File: src/rtl/multdiv_sequencer_if.sv
// Bundle between the execute stage, the multdiv sequencer and the iterative multdiv unit.
interface multdiv_sequencer_if #(
  parameter int WIDTH = 32
);
  logic             op_valid;
  logic             op_is_div;
  logic [WIDTH-1:0] op_A;
  logic [WIDTH-1:0] op_B;
  logic             flush;
  logic             md_ctrl_MULT;
  logic             md_ctrl_DIV;
  logic [WIDTH-1:0] md_operandA;
  logic [WIDTH-1:0] md_operandB;
  logic [WIDTH-1:0] md_result;
  logic             md_exception;
  logic             md_ready;
  logic             stall;
  logic [WIDTH-1:0] result;
  logic             exception;
  logic             timeout;
  logic             busy;
  logic             done;

  modport master (
    output op_valid, op_is_div, op_A, op_B, flush, md_result, md_exception, md_ready,
    input  md_ctrl_MULT, md_ctrl_DIV, md_operandA, md_operandB, stall, result,
           exception, timeout, busy, done
  );

  modport slave (
    input  op_valid, op_is_div, op_A, op_B, flush, md_result, md_exception, md_ready,
    output md_ctrl_MULT, md_ctrl_DIV, md_operandA, md_operandB, stall, result,
           exception, timeout, busy, done
  );
endinterface

File: src/rtl/multdiv_sequencer.sv
// Start-pulse / stall controller for the iterative multdiv unit, with flush and watchdog.
//   state | meaning
//   IDLE  | no operation; accepts op_valid when not flushed
//   ISSUE | one-cycle start pulse, watchdog cleared
//   WAIT  | stalled until md_ready or watchdog limit
//   DONE  | one-cycle advance with held result/exception
module multdiv_sequencer #(
  parameter int WIDTH   = 32,
  parameter int TIMEOUT = 40,
  parameter int CNT_W   = 6
) (
  input  logic                clock,
  input  logic                reset,
  multdiv_sequencer_if.slave  bus
);

  typedef enum logic [1:0] {IDLE, ISSUE, WAIT, DONE} state_e;

  state_e           state_q;
  logic [CNT_W-1:0] cnt_q;
  logic             is_div_q;
  logic [WIDTH-1:0] opa_q;
  logic [WIDTH-1:0] opb_q;
  logic [WIDTH-1:0] result_q;
  logic             exc_q;
  logic             tmo_q;

  logic accept_d;
  logic wdog_d;

  assign accept_d = (state_q == IDLE) && bus.op_valid && !bus.flush;
  assign wdog_d   = (cnt_q == CNT_W'(TIMEOUT - 1));

  always_ff @(posedge clock) begin
    if (reset) begin
      state_q  <= IDLE;
      cnt_q    <= '0;
      is_div_q <= 1'b0;
      opa_q    <= '0;
      opb_q    <= '0;
      result_q <= '0;
      exc_q    <= 1'b0;
      tmo_q    <= 1'b0;
    end else begin
      case (state_q)
        IDLE: begin
          if (accept_d) begin
            opa_q    <= bus.op_A;
            opb_q    <= bus.op_B;
            is_div_q <= bus.op_is_div;
            state_q  <= ISSUE;
          end
        end
        ISSUE: begin
          cnt_q   <= '0;
          state_q <= bus.flush ? IDLE : WAIT;
        end
        WAIT: begin
          if (bus.flush) begin
            state_q <= IDLE;
          end else if (bus.md_ready) begin
            result_q <= bus.md_result;
            exc_q    <= bus.md_exception;
            tmo_q    <= 1'b0;
            state_q  <= DONE;
          end else if (wdog_d) begin
            result_q <= '0;
            exc_q    <= 1'b1;
            tmo_q    <= 1'b1;
            state_q  <= DONE;
          end else begin
            cnt_q <= cnt_q + CNT_W'(1);
          end
        end
        DONE:    state_q <= IDLE;
        default: state_q <= IDLE;
      endcase
    end
  end

  // Everything is forced low while reset is held, even before the reset edge lands.
  assign bus.stall        = !reset && !bus.flush &&
                            (((state_q == IDLE) && bus.op_valid) ||
                             (state_q == ISSUE) || (state_q == WAIT));
  assign bus.md_ctrl_MULT = !reset && (state_q == ISSUE) && !is_div_q;
  assign bus.md_ctrl_DIV  = !reset && (state_q == ISSUE) && is_div_q;
  assign bus.busy         = !reset && (state_q != IDLE);
  assign bus.done         = !reset && (state_q == DONE);
  assign bus.md_operandA  = reset ? '0 : opa_q;
  assign bus.md_operandB  = reset ? '0 : opb_q;
  assign bus.result       = reset ? '0 : result_q;
  assign bus.exception    = !reset && exc_q;
  assign bus.timeout      = !reset && tmo_q;

endmodule

File: src/flat_wrapper.sv
// flat-port wrapper written by rule: the top's interface ports become plain ports
module multdiv_sequencer_flat 
#(
  parameter int WIDTH   = 32,
  parameter int TIMEOUT = 40,
  parameter int CNT_W   = 6
)
  (clock, reset, bus_op_valid, bus_op_is_div, bus_op_A, bus_op_B, bus_flush, bus_md_result, bus_md_exception, bus_md_ready, bus_md_ctrl_MULT, bus_md_ctrl_DIV, bus_md_operandA, bus_md_operandB, bus_stall, bus_result, bus_exception, bus_timeout, bus_busy, bus_done);
  multdiv_sequencer_if #(.WIDTH(WIDTH)) bus_i ();
  input  logic clock;
  input  logic reset;
  input wire logic [$bits(bus_i.op_valid)-1:0] bus_op_valid;
  input wire logic [$bits(bus_i.op_is_div)-1:0] bus_op_is_div;
  input wire logic [$bits(bus_i.op_A)-1:0] bus_op_A;
  input wire logic [$bits(bus_i.op_B)-1:0] bus_op_B;
  input wire logic [$bits(bus_i.flush)-1:0] bus_flush;
  input wire logic [$bits(bus_i.md_result)-1:0] bus_md_result;
  input wire logic [$bits(bus_i.md_exception)-1:0] bus_md_exception;
  input wire logic [$bits(bus_i.md_ready)-1:0] bus_md_ready;
  output wire logic [$bits(bus_i.md_ctrl_MULT)-1:0] bus_md_ctrl_MULT;
  output wire logic [$bits(bus_i.md_ctrl_DIV)-1:0] bus_md_ctrl_DIV;
  output wire logic [$bits(bus_i.md_operandA)-1:0] bus_md_operandA;
  output wire logic [$bits(bus_i.md_operandB)-1:0] bus_md_operandB;
  output wire logic [$bits(bus_i.stall)-1:0] bus_stall;
  output wire logic [$bits(bus_i.result)-1:0] bus_result;
  output wire logic [$bits(bus_i.exception)-1:0] bus_exception;
  output wire logic [$bits(bus_i.timeout)-1:0] bus_timeout;
  output wire logic [$bits(bus_i.busy)-1:0] bus_busy;
  output wire logic [$bits(bus_i.done)-1:0] bus_done;
  assign bus_i.op_valid = bus_op_valid;
  assign bus_i.op_is_div = bus_op_is_div;
  assign bus_i.op_A = bus_op_A;
  assign bus_i.op_B = bus_op_B;
  assign bus_i.flush = bus_flush;
  assign bus_i.md_result = bus_md_result;
  assign bus_i.md_exception = bus_md_exception;
  assign bus_i.md_ready = bus_md_ready;
  assign bus_md_ctrl_MULT = bus_i.md_ctrl_MULT;
  assign bus_md_ctrl_DIV = bus_i.md_ctrl_DIV;
  assign bus_md_operandA = bus_i.md_operandA;
  assign bus_md_operandB = bus_i.md_operandB;
  assign bus_stall = bus_i.stall;
  assign bus_result = bus_i.result;
  assign bus_exception = bus_i.exception;
  assign bus_timeout = bus_i.timeout;
  assign bus_busy = bus_i.busy;
  assign bus_done = bus_i.done;
  multdiv_sequencer #(.WIDTH(WIDTH), .TIMEOUT(TIMEOUT), .CNT_W(CNT_W)) u_core (.clock(clock), .reset(reset), .bus(bus_i));
endmodule
File: config.mk
export PLATFORM = sky130hd
export DESIGN_NAME = multdiv_sequencer_flat
export DESIGN_NICKNAME = d
export VERILOG_FILES = /design/src/rtl/multdiv_sequencer_if.sv /design/src/rtl/multdiv_sequencer.sv /design/src/flat_wrapper.sv
export SDC_FILE = /design/constraint.sdc
export NUM_CORES = 1
export LEC_CHECK = 0
export CORE_ASPECT_RATIO = 0.8
export CORE_MARGIN = 8
export CORE_UTILIZATION = 45
export CTS_CLUSTER_DIAMETER = 40
export CTS_CLUSTER_SIZE = 16
export DETAILED_ROUTE_END_ITERATION = 10
export PLACE_DENSITY = 0.89
export SYNTH_ARGS = -nofsm -noshare
export SYNTH_HDL_FRONTEND = slang
export SYNTH_SLANG_ARGS = --single-unit
export TNS_END_PERCENT = 50
File: constraint.sdc
create_clock -name clock -period 2.61 [get_ports clock]
set_input_delay 0.3915 -clock clock [delete_from_list [all_inputs] [get_ports clock]]
set_output_delay 0.3915 -clock clock [all_outputs]
set_load 0.01 [all_outputs]
### Yosys cells after proc, flatten, opt, wreduce, memory -nomap -nowiden

Index checks and enable logic that the tools add are counted.
W data, S select, Z words.

* flip-flop bits (word level): 107
* latch bits: 0
* RAM bits: 0
* bits in read-only memories: 0
* input port bits: 103
* output and inout bits: 103
* logic and storage cells: 61
* memories: 0

* add/sub/neg operators: 1
* multipliers: 0
* div/mod/pow operators: 0
* order comparisons: 0
* eq/ne operators: 9
* shift operators: 0
* muxes and demuxes: 18
* bitwise logic cells: 1
* reduce and logical (&&, ||, !) cells: 24

Operator list (number)
* $mux W32: 5
* $mux W6: 3
* $pmux W6 S2: 1
* $logic_and A1 B1 Y1: 11
* $mux W2: 5
* $pmux W2 S4: 1
* $add A6 B1 Y6 const B: 1
* $eq A6 B6 Y1 const B: 1
* $ne A2 B2 Y1 const B: 3
* $reduce_bool A2 Y1: 3
* $eq A2 B2 Y1 const B: 2
* $ne A4 B3 Y1 const B: 1
* $reduce_and A2 Y1: 2
* $reduce_and A4 Y1: 1
* $logic_not A1 Y1: 3
* $mux W1: 3
* $reduce_and A3 Y1: 1
* $eq A2 B1 Y1 const B: 1
* $logic_not A2 Y1: 1
* $logic_or A1 B1 Y1: 2
* $ne A2 B1 Y1 const B: 1
* $not A1 Y1: 1

### Logic depth before layout (Yosys ltp)

Gate-level depths: netlist (run 1).

* depth in word-level cells: 5
* gate-level depth with buffers: 6

### Worst setup path after synthesis (run 1)

OpenSTA, ideal clock, no wires.

* path kind: input to output
* start: input port bus_flush
* end: output port bus_stall
* arrival: 1417 ps
* required time: 2219 ps
* path slack: 801 ps
* stages: 4
* path buffers: 2
* cells stage by stage: nor4b_1 clkbuf_1 buf_2 a21o_1

* word-level cells in the longest chain between the ends: 3

Ends and longest elaborated chain
* start: declaration: line flat_wrapper.sv:16 `input wire logic [$bits(bus_i.flush)-1:0] bus_flush;`
* $logic_not A1 Y1: line multdiv_sequencer.sv:82 `assign bus.stall = !reset && !bus.flush &&`
* $logic_and A1 B1 Y1 (2 in a row): line multdiv_sequencer.sv:82
* end: declaration: line flat_wrapper.sv:24 `output wire logic [$bits(bus_i.stall)-1:0] bus_stall;`

Every way passes these cells.

### Worst setup path after layout (run 1)

* start: register u_core.state_q[1]
* end: output port bus_stall

* word-level cells in the longest chain between the ends: 5

Ends and longest elaborated chain
* start: declaration: line multdiv_sequencer.sv:19 `state_e state_q;`
* start signal: assignment: line multdiv_sequencer.sv:56 `state_q <= bus.flush ? IDLE : WAIT;`
* $logic_not A2 Y1: line multdiv_sequencer.sv:83 `(((state_q == IDLE) && bus.op_valid) ||`
* $logic_and A1 B1 Y1: line multdiv_sequencer.sv:83
* $logic_or A1 B1 Y1: line multdiv_sequencer.sv:83
* $logic_or A1 B1 Y1 (*): line multdiv_sequencer.sv:84 `(state_q == ISSUE) || (state_q == WAIT));`
* $logic_and A1 B1 Y1 (*): line multdiv_sequencer.sv:82

Every way passes the cells marked *; elsewhere a longest branch is shown, timed or not.

==> results of run 1 <==
## metrics by stage
step           total power, µW  std cells  util (%)  area, µm²
2_1_floorplan             1930        561         -       4590
3_3_place_gp              2180        870      67.0       6750
3_5_place_dp              2200        870      67.0       6750
4_1_cts                   3500        886      69.9       7040
5_1_grt                   3610        886      69.9       7040
6_report                  3470        886      69.9       7040
## layer usage
| metal | part of all wire, % | global-route usage, % | wire length [µm] | vias up |
|---|---|---|---|---|
| met1 | 41 | 22.1 | 5690 | 2093 |
| met2 | 49 | 32.4 | 6720 | 167 |
| li1 | - | - | - | 2203 |
| met5 | 0 | 0 | 0 | - |
| met3 | 8.6 | 7.15 | 1180 | 16 |
| met4 | 1.5 | 5.86 | 201 | 0 |
## worst reg2reg max path, cell delays in order (launching register included)
cell,delay [ns]
dfxtp_1,0.62
or3b_1,0.49
a311oi_4,0.42
a41oi_1,0.17
a311oi_1,0.26
## layout make-up
cell class              instances  area share (%)
inverters                       1          0.0533
repair buffers                215            30.7
well taps                     140            2.49
clock buffers                  12            3.64
multi-input cells             407            32.2
flip-flops and latches        107            30.4
clock inverters                 4           0.462
## logic make-up (layout without fill, tap and decap cells)
logic type | Yosys count | after routing | synth area share, %
simple gates | 257 | 257 | 27.7
compound gates | 148 | 148 | 21.0
flops | 107 | 107 | 46.7
buf+inv | 47 | 232 | 4.12
fa+ha+maj | 1 | 1 | 0.273
xor+xnor | 1 | 1 | 0.191
## final timing paths
kind,startpoint,end,cells after the start
worst max register to register,u_core.state_q[1]$_SDFFE_PP0P_,u_core.cnt_q[5]$_SDFFE_PP0P_,4
worst min-delay path,u_core.opb_q[30]$_SDFFE_PP0P_,u_core.opb_q[30]$_SDFFE_PP0P_,2
worst min register to register,u_core.opb_q[30]$_SDFFE_PP0P_,u_core.opb_q[30]$_SDFFE_PP0P_,2
worst max-delay path,u_core.state_q[1]$_SDFFE_PP0P_,bus_stall,4
## state kept, by name, indices dropped and copies added (netlist names)
register	flops
u_core.is_div_q	1
u_core.result_q	32
u_core.opb_q	32
u_core.opa_q	32
u_core.cnt_q	6
u_core.tmo_q	1
u_core.exc_q	1
u_core.state_q	2
## where the power goes
group	total (µW)	internal [µW]	switching, µW
Combinational	448	257	191
Clock	1310	707	600
Sequential	1710	1690	26.3
Total	3470	2650	818
## layout by cell type (no fill, tap or decap), types with 6 or more instances in the layout
| cell | netlist | routed |
|---|---|---|
| clkdlybuf4s50_1 | 0 | 204 |
| nand2_1 | 131 | 131 |
| dfxtp_1 | 107 | 107 |
| nor2b_1 | 99 | 99 |
| a21oi_1 | 68 | 68 |
| o21ai_0 | 35 | 35 |
| a21bo_2 | 31 | 31 |
| clkbuf_16 | 0 | 9 |
| buf_4 | 0 | 8 |
| nor2_1 | 7 | 6 |
| nand3_1 | 6 | 6 |
==> flow_summary.ini, run 1 <==
[timing]
fin_crit_sh_pct = 91.3
rsz0062_at_grt = no
final_max_slew_viol_count = 0
slew_headroom_pct = 50.5
final_hold_viol_count = 0
setup_viol = 0
worstMarginPinSlew_ns = 0.741
setup_slack_ns = 0.226
whs_ns = 0.451
timing.fmax_ghz = 0.419
period_minus_slack_ns = 2.38
fin_worst_skew_ns = 0.00694
finalSetupTns_ns = 0

[grt]
overflow = 0
antenna_found_initial = 0
first_global_vias = 4373
grt_pass1_wl_um = 21500
grt_max_degree = 71
gr-usage-all-layers_pct = 19.2

[die]
initial_core_util_pct = 45.5
die_area_mm2 = 0.0137
die_x_um = 129
die_h_um = 106
core-area_mm2 = 0.0101
num_rows = 33
ioPinCount = 206

[setup_path]
cp_data_arrival_time_ns = 1.99
start_kind = flip-flop
crit_chain = xnor2_1, nor3_1, a21o_1, clkdlybuf4s50_1
crit_path_end_kind = output port
required_ns = 2.22
cp_num_buf_inv = 1
critPathKind = flip-flop to output port
cpMaxStageDelayCell = dfxtp_1
crit_family = flip-flops
critPathMaxFanout = 15
r2r_slack_ns = 0.56
cpPeakStageDelay_ns = 0.62

[yosys]
synth_area_per_cell_um2 = 8.17
ys_async_sr_fraction_pct = 0
synthDominantCellAreaShare_pct = 46.7
ys_warn_count = 0
syn-cell-area_mm2 = 0.00459
synth_ff_type = dfxtp_1
synthTopCellsByCount = nand2_1 (131), dfxtp_1 (107), nor2b_1 (99)
synth_edf_count = 0
syn_nets = 665
syn_inst = 561
synth_top_area_cell = dfxtp_1
yosysMostFrequentCell = nand2_1
ys_seq_elements = 107
synth_area_leaders = dfxtp_1 (47%), nor2b_1 (14%), nand2_1 (11%)
yosysSeqAreaShare_pct = 46.7
synth_cell_types = 35

[placed_design]
io_buffers = 205
gp_congestion = 0.796
dp_slack_ns = 0.292
hpwl_um = 10100

[detailed_routing]
num_vias = 4479
antenna_left = 0
first_pass_iters = 5
via_per_inst = 5.06
drcViolationCount = 0
drt_iter0_drc = 298
wl_um = 13800
routedWlPerCell_um = 15.6

[clock_tree]
root_buffer = clkbuf_16
cts_buffers = 9
cts_hold_buf = 0
cts_tree = done
clock_latency_ns = 0.34
htree_levels = 3
clk_path_buf_depth = 2
post-cts-setup-buffers = 0
cts_resized = 0
cts_sinks = 107
clk_pin_slew_ns = 0.07

[finish]
antenna_cells = 0
nets = 845
ff_latch_area_mm2 = 0.00214
area_growth_pct = 53.6
multi_input_area_mm2 = 0.00227
fillers = 793
layout-drive-gt1-share_pct = 8.31

[outcome]
outcome = complete, no violations

[power_and_ir_drop]
peakVddDrop_mv = 0.427
powerDensity_mw_per_mm2 = 492
p_leak_uw = 0.00259

[min_path]
hold_class = flip-flop to flip-flop

[run]
cap_viol_max_count = 0
No activity file was read; power rests on OpenSTA's default activity.
==> inputs of run 2 (changes only) <==
--- a/config.mk
+++ b/config.mk
@@ -12,6 +12,7 @@
 export CTS_CLUSTER_SIZE = 16
 export DETAILED_ROUTE_END_ITERATION = 10
 export PLACE_DENSITY = 0.89
+export REMOVE_ABC_BUFFERS = 1
 export SYNTH_ARGS = -nofsm -noshare
 export SYNTH_HDL_FRONTEND = slang
 export SYNTH_SLANG_ARGS = --single-unit
==> run 2 against run 1 <==
Effect of this change:
- routed wire length is 0.47% lower
- clock skew up 0.0031 ns
- hold slack worse by 0.0033 ns
- sequential power about the same
- final cell count decreased by 0.11%
- critical path depth did not move
- final area fell by 0.21%
- die area unchanged
- total power fell by 1.3%
- critical endpoint unchanged
==> flow_summary.ini, run 2 (synthesis results as in run 1) <==
[finish]
final_cell_mix = clkdlybuf4s50_1 (204), nand2_1 (131), dfxtp_1 (107)
mostFrequentLayoutCell = clkdlybuf4s50_1
area_growth_pct = 53.2
reg_top3 = u_core.opa_q: 32 flops, u_core.opb_q: 32 flops, u_core.result_q: 32 flops
nets = 844
antenna_cells = 0
layout-drive-gt1-share_pct = 8.19
finish.cell_count_without_fillers = 885

[setup_path]
r2r_slack_ns = 0.58
start_kind = flip-flop
required_ns = 2.22
r2r-start = u_core.state_q[1]$_SDFFE_PP0P_
crit_path_start = u_core.state_q[1]$_SDFFE_PP0P_
crit_path_end_kind = output port
critPathKind = flip-flop to output port
r2r_end = u_core.cnt_q[5]$_SDFFE_PP0P_
critPathMaxFanout = 15
cp_data_arrival_time_ns = 1.95
ff2ff_path_depth = 4

[detailed_routing]
routedWlPerCell_um = 15.5
routed.top_layer = met4
dr_wl_met3_um = 1030
wl_met2_um = 6770
wl_met1_um = 5590
antenna_left = 0
num_vias = 4389
first_pass_iters = 4
via_per_inst = 4.96
wl_um = 13700
drcViolationCount = 0
drt_iter0_drc = 220

[timing]
fin_crit_sh_pct = 89.6
worstMarginPinSlew_ns = 0.679
period_minus_slack_ns = 2.34
final_max_slew_viol_count = 0
final_hold_viol_count = 0
fin_worst_skew_ns = 0.0100
rsz0062_at_grt = no
slew_headroom_pct = 54.7
timing.fmax_ghz = 0.428
setup_viol = 0

[power_and_ir_drop]
finalPower_uw = 3420
powerDensity_mw_per_mm2 = 487
internal-power_uw = 2620
switching_share_pct = 23.5
peakVddDrop_mv = 0.316
power_frac_comb_pct = 13.1
power_frac_seq_pct = 50.0
p_leak_uw = 0.00259
power_switching_uw = 803
p_clk_share_pct = 36.9

[placed_design]
io_buffers = 205
gp_congestion = 0.749
hpwl_um = 10100
numPlacedInstances = 869

[grt]
grt_pass1_wl_um = 21600
antenna_found_initial = 0
first_global_vias = 4325
overflow = 0
grt_max_degree = 78
gr-usage-all-layers_pct = 19.2

[die]
die_x_um = 129
num_rows = 33
die_area_mm2 = 0.0137
initial_core_util_pct = 45.5
ioPinCount = 206
die_h_um = 106
core-area_mm2 = 0.0101

[clock_tree]
cts_resized = 0
clk_path_buf_depth = 2
root_buffer = clkbuf_16
clock_latency_ns = 0.33
htree_levels = 3
clk_pin_slew_ns = 0.07
post-cts-setup-buffers = 0
cts_buffers = 9
cts_sinks = 107
cts_tree = done
cts_hold_buf = 0

[min_path]
min_to = u_core.opb_q[14]$_SDFFE_PP0P_
hold_class = input port to flip-flop
min_path_cells = 2
min_from = reset

[run]
cap_viol_max_count = 0

[outcome]
outcome = complete, no violations
==> run 2: cell types whose count changed in the layout (fill, tap and decap cells not counted), sizes merged <==
cell and delta:
buf -1, clkbuf -1, clkinv +4, clkinvlp -1
inv -2
==> run 2: power groups by stage <==
| stage | Sequential (µW) | Combinational, µW | Clock (µW) |
|---|---|---|---|
| 2_1_floorplan | 1740 | 149 | 0 |
| 5_1_grt | 1720 | 486 | 1360 |
| 3_3_place_gp | 1750 | 438 | 0 |
| 6_report | 1710 | 447 | 1260 |
| 4_1_cts | 1710 | 452 | 1300 |
| 3_5_place_dp | 1750 | 449 | 0 |
==> run 2: final cells by class <==
cell class              instances  area, µm²
clock inverters                 5       38.8
flip-flops and latches        107       2140
repair buffers                214       2150
inverters                       1       3.75
multi-input cells             407       2270
clock buffers                  11        243
fillers                       835       3050
well taps                     140        175
==> run 2: routing by layer <==
layer | global-route usage, % | vias up
li1 | - | 2197
met1 | 21.9 | 2034
met5 | 0 | -
met2 | 33.4 | 138
met4 | 6.78 | 0
met3 | 5.80 | 20
==> run 2: worst max path at each step <==
stage               cells past startpoint  slack (ns)                           end
CTS                                     4        0.28                     bus_stall
floorplan                               2       -3.71                     bus_stall
finish                                  4        0.27                     bus_stall
global route                            4        0.14                     bus_stall
global placement                        4        0.36                     bus_stall
detailed placement                      5        0.32  u_core.cnt_q[4]$_SDFFE_PP0P_
==> run 2: worst max-delay path, stage by stage, from the launching register on <==
cell	delay, ns
dfxtp_1	0.61
xnor2_1	0.14
nor3_1	0.20
a21o_1	0.13
clkdlybuf4s50_1	0.54
==> run 2: per-stage QoR <==
stage               area [µm²]  utilization [%]  setup TNS (ns)  setup WS, ns  hold WS (ns)
CTS                       7030             69.7               0         0.279         0.437
detailed placement        6750             67.0               0         0.322         0.442
global route              7030             69.7               0         0.138         0.451
global placement          6750             67.0               0         0.360         0.437
finish                    7030             69.7               0         0.272         0.447
floorplan                 4400                -         -214.15         -3.71         0.426
